<file path="src/rtl/i2s_bram_capture.sv">
// i2s_bram_capture: records 16-bit I2S samples into BRAM as a clip, one 32-bit word per cycle.
// Optional build macro I2S_CAPTURE_CIRCULAR_EN: endless ring capture, done_irq on each wrap.
module i2s_bram_capture #(
  parameter int unsigned NUM_WORDS           = 256,
  parameter int unsigned FIFO_DEPTH          = 8,
  parameter int unsigned BASE_ADDR           = 0,
  parameter int unsigned BRAM_ADDR_INCREMENT = 4
) (
  input  logic                           clk,
  input  logic                           rst,
  output logic [31:0]                    BRAM_addr,
  output logic                           BRAM_clk,
  output logic [31:0]                    BRAM_din,
  input  logic [31:0]                    BRAM_dout,
  output logic                           BRAM_en,
  output logic                           BRAM_rst,
  output logic [3:0]                     BRAM_we,
  input  logic                           arm,
  input  logic                           abort,
  input  logic                           sample_valid,
  input  logic [15:0]                    sample_data,
  output logic                           busy,
  output logic                           done,
  output logic                           done_irq,
  output logic                           overflow,
  output logic [$clog2(NUM_WORDS+1)-1:0] words_written
);

  localparam int unsigned WW = $clog2(NUM_WORDS + 1);
  localparam int unsigned IW = (NUM_WORDS > 1) ? $clog2(NUM_WORDS) : 1;
  localparam int unsigned AW = $clog2(FIFO_DEPTH);
  localparam int unsigned CW = AW + 1;
  localparam logic [IW-1:0] LAST_IDX   = IW'(NUM_WORDS - 1);
  localparam logic [WW-1:0] FULL_WORDS = WW'(NUM_WORDS);
  localparam logic [CW-1:0] DEPTH_C    = CW'(FIFO_DEPTH);

`ifdef I2S_CAPTURE_CIRCULAR_EN
  localparam bit CIRC_EN = 1'b1;
`else
  localparam bit CIRC_EN = 1'b0;
`endif

  typedef enum logic [1:0] {IDLE, CAPTURE, DONE} state_e;

  state_e          state_q, state_d;
  logic [15:0]     mem_q [FIFO_DEPTH];
  logic [AW-1:0]   wr_ptr_q, wr_ptr_d, rd_ptr_q, rd_ptr_d;
  logic [CW-1:0]   cnt_q, cnt_d;
  logic [WW-1:0]   acc_q, acc_d, ww_q, ww_d;
  logic [IW-1:0]   idx_q, idx_d;
  logic [31:0]     addr_q, addr_d, din_q, din_d;
  logic            en_q, en_d, bram_rst_q;
  logic            busy_q, busy_d, done_q, done_d, irq_q, irq_d, ovf_q, ovf_d;
  logic            in_cap, pop_c, push_c, space, acc_ok;
  logic [15:0]     head;

  // Held low in normal operation; lets a bench stall the write engine to fill the FIFO.
  logic pop_stall;
  assign pop_stall = 1'b0;

  logic unused_dout;
  assign unused_dout = ^BRAM_dout;

  assign BRAM_clk      = clk;
  assign BRAM_addr     = addr_q;
  assign BRAM_din      = din_q;
  assign BRAM_en       = en_q;
  assign BRAM_we       = {4{en_q}};
  assign BRAM_rst      = bram_rst_q;
  assign busy          = busy_q;
  assign done          = done_q;
  assign done_irq      = irq_q;
  assign overflow      = ovf_q;
  assign words_written = ww_q;
  assign head          = mem_q[rd_ptr_q];

  // Sample FIFO storage; pointers and count live in the main register block.
  always_ff @(posedge clk) begin
    if (push_c) mem_q[wr_ptr_q] <= sample_data;
  end

  // State and output registers.
  always_ff @(posedge clk or negedge rst) begin
    if (!rst) begin
      state_q    <= IDLE;
      wr_ptr_q   <= '0;
      rd_ptr_q   <= '0;
      cnt_q      <= '0;
      acc_q      <= '0;
      ww_q       <= '0;
      idx_q      <= '0;
      addr_q     <= '0;
      din_q      <= '0;
      en_q       <= 1'b0;
      bram_rst_q <= 1'b1;
      busy_q     <= 1'b0;
      done_q     <= 1'b0;
      irq_q      <= 1'b0;
      ovf_q      <= 1'b0;
    end else begin
      state_q    <= state_d;
      wr_ptr_q   <= wr_ptr_d;
      rd_ptr_q   <= rd_ptr_d;
      cnt_q      <= cnt_d;
      acc_q      <= acc_d;
      ww_q       <= ww_d;
      idx_q      <= idx_d;
      addr_q     <= addr_d;
      din_q      <= din_d;
      en_q       <= en_d;
      bram_rst_q <= 1'b0;
      busy_q     <= busy_d;
      done_q     <= done_d;
      irq_q      <= irq_d;
      ovf_q      <= ovf_d;
    end
  end

  // Next-state, FIFO push/pop and write-strobe generation.
  always_comb begin
    state_d  = state_q;
    wr_ptr_d = wr_ptr_q;
    rd_ptr_d = rd_ptr_q;
    cnt_d    = cnt_q;
    acc_d    = acc_q;
    ww_d     = ww_q;
    idx_d    = idx_q;
    addr_d   = addr_q;
    din_d    = din_q;
    en_d     = 1'b0;
    ovf_d    = ovf_q;
    irq_d    = 1'b0;

    in_cap = (state_q == CAPTURE) && !abort;
    pop_c  = in_cap && (cnt_q != '0) && !pop_stall;
    space  = (cnt_q < DEPTH_C) || pop_c;
    acc_ok = CIRC_EN || (acc_q < FULL_WORDS);
    push_c = in_cap && sample_valid && acc_ok && space;

    case (state_q)
      IDLE, DONE: begin
        if (arm && !abort) begin
          state_d  = CAPTURE;
          wr_ptr_d = '0;
          rd_ptr_d = '0;
          cnt_d    = '0;
          acc_d    = '0;
          ww_d     = '0;
          idx_d    = '0;
          ovf_d    = 1'b0;
        end
      end
      CAPTURE: begin
        if (abort) begin
          state_d  = IDLE;
          wr_ptr_d = '0;
          rd_ptr_d = '0;
          cnt_d    = '0;
        end else begin
          if (sample_valid && acc_ok && !space) ovf_d = 1'b1;
          if (push_c) begin
            wr_ptr_d = wr_ptr_q + AW'(1);
            if (acc_q != FULL_WORDS) acc_d = acc_q + WW'(1);
          end
          if (pop_c) begin
            rd_ptr_d = rd_ptr_q + AW'(1);
            en_d     = 1'b1;
            addr_d   = 32'(BASE_ADDR) + 32'(BRAM_ADDR_INCREMENT) * 32'(idx_q);
            din_d    = {{16{head[15]}}, head};
            idx_d    = (idx_q == LAST_IDX) ? '0 : idx_q + IW'(1);
            if (ww_q != FULL_WORDS) ww_d = ww_q + WW'(1);
            if (CIRC_EN && (idx_q == LAST_IDX)) irq_d = 1'b1;
            if (!CIRC_EN && (ww_q == FULL_WORDS - WW'(1))) state_d = DONE;
          end
          if (push_c && !pop_c)      cnt_d = cnt_q + CW'(1);
          else if (pop_c && !push_c) cnt_d = cnt_q - CW'(1);
        end
      end
      default: state_d = IDLE;
    endcase

    busy_d = (state_d == CAPTURE);
    done_d = (state_d == DONE);
    if ((state_d == DONE) && (state_q != DONE)) irq_d = 1'b1;
  end

endmodule
</file>
<file path="config.mk">
export PLATFORM = sky130hd
export DESIGN_NAME = i2s_bram_capture
export DESIGN_NICKNAME = d
export VERILOG_FILES = /design/src/rtl/i2s_bram_capture.sv
export SDC_FILE = /design/constraint.sdc
export NUM_CORES = 1
export LEC_CHECK = 0
export BUFFER_PORTS_ARGS = -buffer_cell sky130_fd_sc_hd__clkbuf_2
export CAP_MARGIN = 20
export CORE_UTILIZATION = 49
export DETAILED_ROUTE_END_ITERATION = 7
export PLACE_DENSITY = 0.74
export SLEW_MARGIN = 20
export SYNTH_ARGS = -nofsm -noshare
export SYNTH_HDL_FRONTEND = slang
export SYNTH_SLANG_ARGS = --single-unit
</file>
<file path="constraint.sdc">
create_clock -name clk -period 3.15 [get_ports clk]
set_clock_uncertainty 0.1 [all_clocks]
set_input_delay 0.315 -clock clk [delete_from_list [all_inputs] [get_ports clk]]
set_output_delay 0.315 -clock clk [all_outputs]
set_load 0.005 [all_outputs]
</file>
; Word level (Yosys, flattened, before mapping)
; Memory sizes are Yosys's and may differ from the RTL's. A register that Yosys moved wholly into a read port is not among the register bits.
; Index checks and enable logic that the tools add are counted.
[op_classes]
magnitude_cmp = 2
bitwise = 1
n_reduce_logical = 29
n_addsub = 7
eq_ne = 19
mux = 41
[op_table]
columns = cell, n
row1 = 2-to-1 mux 9 bit, 7
row2 = case mux 9 bit (2 select lines), 2
row3 = 2-to-1 mux 8 bit, 4
row4 = "adder 9 x 1 -> 9 bit, second input constant", 2
row5 = "inequality test 9 bit, second input constant", 2
row6 = 2-to-1 mux 4 bit, 4
row7 = case mux 8 bit (2 select lines), 1
row8 = 2-to-1 mux 3 bit, 5
row9 = case mux 3 bit (2 select lines), 2
row10 = AND reduction 3 bit, 4
row11 = logical AND 1 bit, 11
row12 = "inequality test 2 bit, second input constant", 5
row13 = AND reduction 5 bit, 2
row14 = "== test 9 x 8 -> 1 bit, second input constant", 1
row15 = "less-than comparator 9 bit, second input constant", 1
row16 = 2-to-1 mux 1 bit, 9
row17 = "adder 8 x 1 -> 8 bit, second input constant", 1
row18 = "== test 8 bit, second input constant", 1
row19 = 2-to-1 mux 2 bit, 4
row20 = case mux 4 bit (2 select lines), 1
row21 = AND reduction 4 bit, 2
row22 = "adder 3 x 1 -> 3 bit, second input constant", 2
row23 = "inequality test 2 x 1 -> 1 bit, second input constant", 3
row24 = "inequality test 3 bit, second input constant", 2
row25 = 15 further kinds, 21
[word_totals]
ram_bits = 128
reg_bits = 52
n_memories = 1
in_bits = 53
elab_cells = 114
[mem_list]
columns = name, depth, width, rd, rd_clocked_by_memory_dff, wr, line_no
row1 = mem_q, 8, 16, 1, 1, 1, 46  ; logic [15:0] mem_q [FIFO_DEPTH];

; Logic depth before layout (Yosys ltp)
[logic_depth]
depth_word = 11
mapped_depth = 12
mapped_depth_nobuf = 10

==> key figures <==
Clocking
  – Worst skew pair latency: 0.43 ns
  – Total CTS buffers: 17
  – Clock root cell: clkbuf_16
  – Post_cts resized: 0
  – Postcts setup bufs: 0
  – H-tree levels: 4
  – Reg clk slew, reported paths: 0.07 ns
  – Max Root-Sink Buffers: 2
  – TritonCTS clock tree: done

Hold path
  – Worst Hold Launch: sample_data[6]
  – Hold EP: mem_q[3][6]
  – Hold Path Class: in -> reg
  – Hold-critical path depth: 1

Global route
  – GRT overflow: 0
  – Gr usage total: 0.198
  – Met2 Usage GRT: 0.337
  – Largest net degree at the start of global routing: 42
  – Met3 GRT Util: 0.0533
  – Vias in the first global route: 4,894
  – First-pass GRT wire length: 26.0 mm
  – Initial antenna violation count: 0
  – Met1 Usage GRT: 0.246
  – GR peak layer: met2

Synth
  – Seq/Total Area, Yosys: 0.663
  – Synth Register Bits: 196
  – Synth cell types: 57
  – Post-synth EDFFs: 128
  – Synth Flop Type: edfxtp_1
  – Synthesized area: 8360 sq um
  – Yosys warns: 0
  – Post-Synthesis Cells: 567
  – Syn Area/Cell: 14.7 sq um
  – Synth async-reset ratio: 0.347

Setup path
  – Internal reg-to-reg setup slack: 0.25 ns
  – Critical Path End Type: register
  – Slowest-stage cell, CP: dfrtp_1
  – CP max FO: 8
  – Crit-path cells: or3b_1, nor2_4, inv_2, ha_1, inv_1, ha_1, or2_2, a21o_1, a2111o_1, o211ai_1
  – CP delay by family, top: simple AND/OR/NAND/NOR gates
  – Most frequent CP cell: ha_1
  – Reg2Reg Launch Point: state_q[0]
  – Critical Path Max Stage Delay: 0.47 ns
  – WP data required: 3.39 ns
  – Worst Path Arrival: 3.14 ns
  – CP Launch Type: register
  – Worst r2r path cells: 10
  – Buffer and inverter count on the worst path: 2
  – Worst r2r dst: cnt_q[3]
  – CP Class: reg -> reg

Die
  – Core area: 16,600 sq um
  – Die Wd: 133 um
  – Site Rows: 47
  – # IOs: 137
  – Starting Density: 0.502
  – Die Y: 133 um
  – Die Area: 17,600 sq um

Place
  – Placed cells: 845
  – Dpl hpwl: 10.0 mm
  – Placed inst area: 8900 sq um
  – Final GP Congestion: 0.847
  – Port bufs: 80

Timing
  – Setup_tns: 0 ns
  – Worst hold slack: 0.0605 ns
  – Tcrit/Tclk final: 0.921
  – Max Fclk: 345 MHz
  – Finish-stage setup viols: 0
  – Final Hold Fails: 0
  – RSZ-0062 raised after global routing: false
  – Worst-Margin Slew: 0.784 ns
  – Max-slew violations: 0
  – Rel. slew slack: 0.478
  – Tmin final: 2.90 ns

Detailed routing
  – Drt wl/cell: 18.3 um
  – Post-route ant nets: 0
  – DRC errors left: 0
  – Vias/cell: 5.54
  – 1st-iter DRT viols: 271
  – Drt total wl: 16.1 mm
  – Via count: 4,867
  – First-pass DRT Iterations: 5

Cells and area
  – Final net count: 710
  – Layout cells sized above 1: 0.277
  – Area Growth Syn to Fin: 13.4%
  – Fin cells: 878
  – Antenna Cells: 0
  – Post-Layout Inst Area: 9480 sq um

Flow run
  – Max Cap Viol: 0

Pwr
  – P_leak: 0.00366 uW
  – Pwr dens: 609 nW/um^2
  – Worst IR drop on VDD: 465 uV
  – Final Power: 5770 uW

Outcome
  – Status: finished, final reports clean
==> where the power goes <==
| part | leakage, uW | total, uW | internal, uW | switching [uW] |
|---|---|---|---|---|
| Clock | 0.000276 | 2070 | 1060 | 1010 |
| Sequential | 0.00207 | 3030 | 2880 | 150 |
| Combinational | 0.00131 | 671 | 326 | 345 |
| Total | 0.00366 | 5770 | 4270 | 1500 |
==> logic make-up (layout without fill, tap and decap cells) <==
logic type,Yosys count,count (layout),synth area share
and+or+nand+nor,139,139,0.0831
muxes,51,51,0.109
DFF,196,196,0.663
buffers and inverters,80,147,0.0590
adders and majority gates,12,12,0.0189
xor gates and xnor gates,3,3,0.00314
AOI/OAI and AO/OA,85,85,0.0629
other,1,25,0.000449
==> synthesized netlist by cell type (4+ instances only) <==
cell / number / share of area
inv_1: 10 / 0.0045
buf_2: 10 / 0.0060
and3_1: 4 / 0.0030
a21oi_1: 10 / 0.0060
nand4_1: 5 / 0.0037
mux2i_1: 17 / 0.020
ha_1: 11 / 0.016
a22o_1: 6 / 0.0063
buf_4: 48 / 0.043
dfrtp_1: 67 / 0.20
edfxtp_1: 128 / 0.46
o21ai_1: 6 / 0.0036
a31oi_1: 7 / 0.0052
mux4_2: 32 / 0.086
nand2_1: 65 / 0.029
nor2_1: 19 / 0.0085
nand3_1: 11 / 0.0066
o31ai_1: 7 / 0.0063
nand2b_1: 5 / 0.0037
clkbuf_1: 8 / 0.0036
o21ai_0: 36 / 0.022
nor3_1: 7 / 0.0042
==> worst max path at each step <==
| stage | start | to | slack [ns] | cells past startpoint |
|---|---|---|---|---|
| floorplan | state_q[0] | mem_q[0][0] | 0.07 | 3 |
| detailed placement | abort | cnt_q[3] | 0.27 | 11 |
| global route | state_q[0] | cnt_q[3] | 0.08 | 10 |
| global placement | abort | cnt_q[3] | 0.34 | 11 |
| CTS | state_q[0] | cnt_q[3] | 0.24 | 10 |
| finish | state_q[0] | cnt_q[3] | 0.25 | 10 |
==> what timing repair did <==
action | 4_1_cts | 5_1_grt
hold buffers | 1 | 0
endpoints found under the hold margin | 30 | 0
setup endpoints to repair | 0 | 0
==> flip-flops by register name (all words and copies together), names as in the netlist <==
name and flops:
done 1, cnt_q 4, BRAM_din 16, BRAM_rst 1
mem_q 128, BRAM_en 1, state_q 2, busy 1
words_written 9, wr_ptr_q 3, rd_ptr_q 3, idx_q 8
overflow 1, acc_q 9, BRAM_addr 8, done_irq 1
==> metrics by stage <==
| step | utilization | worst slack [ns] |
|---|---|---|
| finish | 0.570 | 0.248 |
| global route | 0.570 | 0.0824 |
| CTS | 0.570 | 0.242 |
| detailed placement | 0.535 | 0.266 |
| global placement | 0.535 | 0.345 |
| floorplan | - | 0.0698 |
==> placed cells by master (no fill, tap or decap), types with 3 or more instances in the layout <==
cell type	netlist	layout
a21oi_1	10	10
a22o_1	6	6
a31oi_1	7	7
and3_1	4	4
buf_4	48	20
clkbuf_16	0	17
clkbuf_2	0	79
clkinv_4	0	3
conb_1	1	25
dfrtp_1	67	66
edfxtp_1	128	128
ha_1	11	11
inv_1	10	10
inv_8	0	4
mux2i_1	17	17
mux4_2	32	32
nand2_1	65	65
nand2b_1	5	5
nand3_1	11	11
nand4_1	5	5
nor2_1	19	19
nor2b_1	3	3
nor3_1	7	3
nor3_2	0	4
o21ai_0	36	36
o21ai_1	6	6
o31ai_1	7	7
or3_1	3	3
==> worst reg2reg max path, cell delays in order (launching register included) <==
cell and delay [ns]:
dfrtp_1 0.47, or3b_1 0.43, nor2_4 0.14, inv_2 0.04, ha_1 0.24, inv_1 0.11, ha_1 0.26, or2_2 0.32
a21o_1 0.20, a2111o_1 0.41, o211ai_1 0.11
==> metal layers <==
| metal | vias to the layer above | wire, um |
|---|---|---|
| li1 | 2211 | - |
| met1 | 2438 | 6600 |
| met2 | 199 | 8220 |
| met3 | 19 | 1020 |
| met4 | 0 | 215 |
| met5 | - | 0 |
==> cell type report <==
type / count / area (sq um)
inverters: 12 / 45.0
flip-flops and latches: 196 / 5550
clock buffers: 20 / 438
well taps: 220 / 275
multi-input cells: 315 / 2440
clock inverters: 13 / 136
fillers: 1306 / 7160
repair buffers: 102 / 596
(Power assumes the default switching activity.)
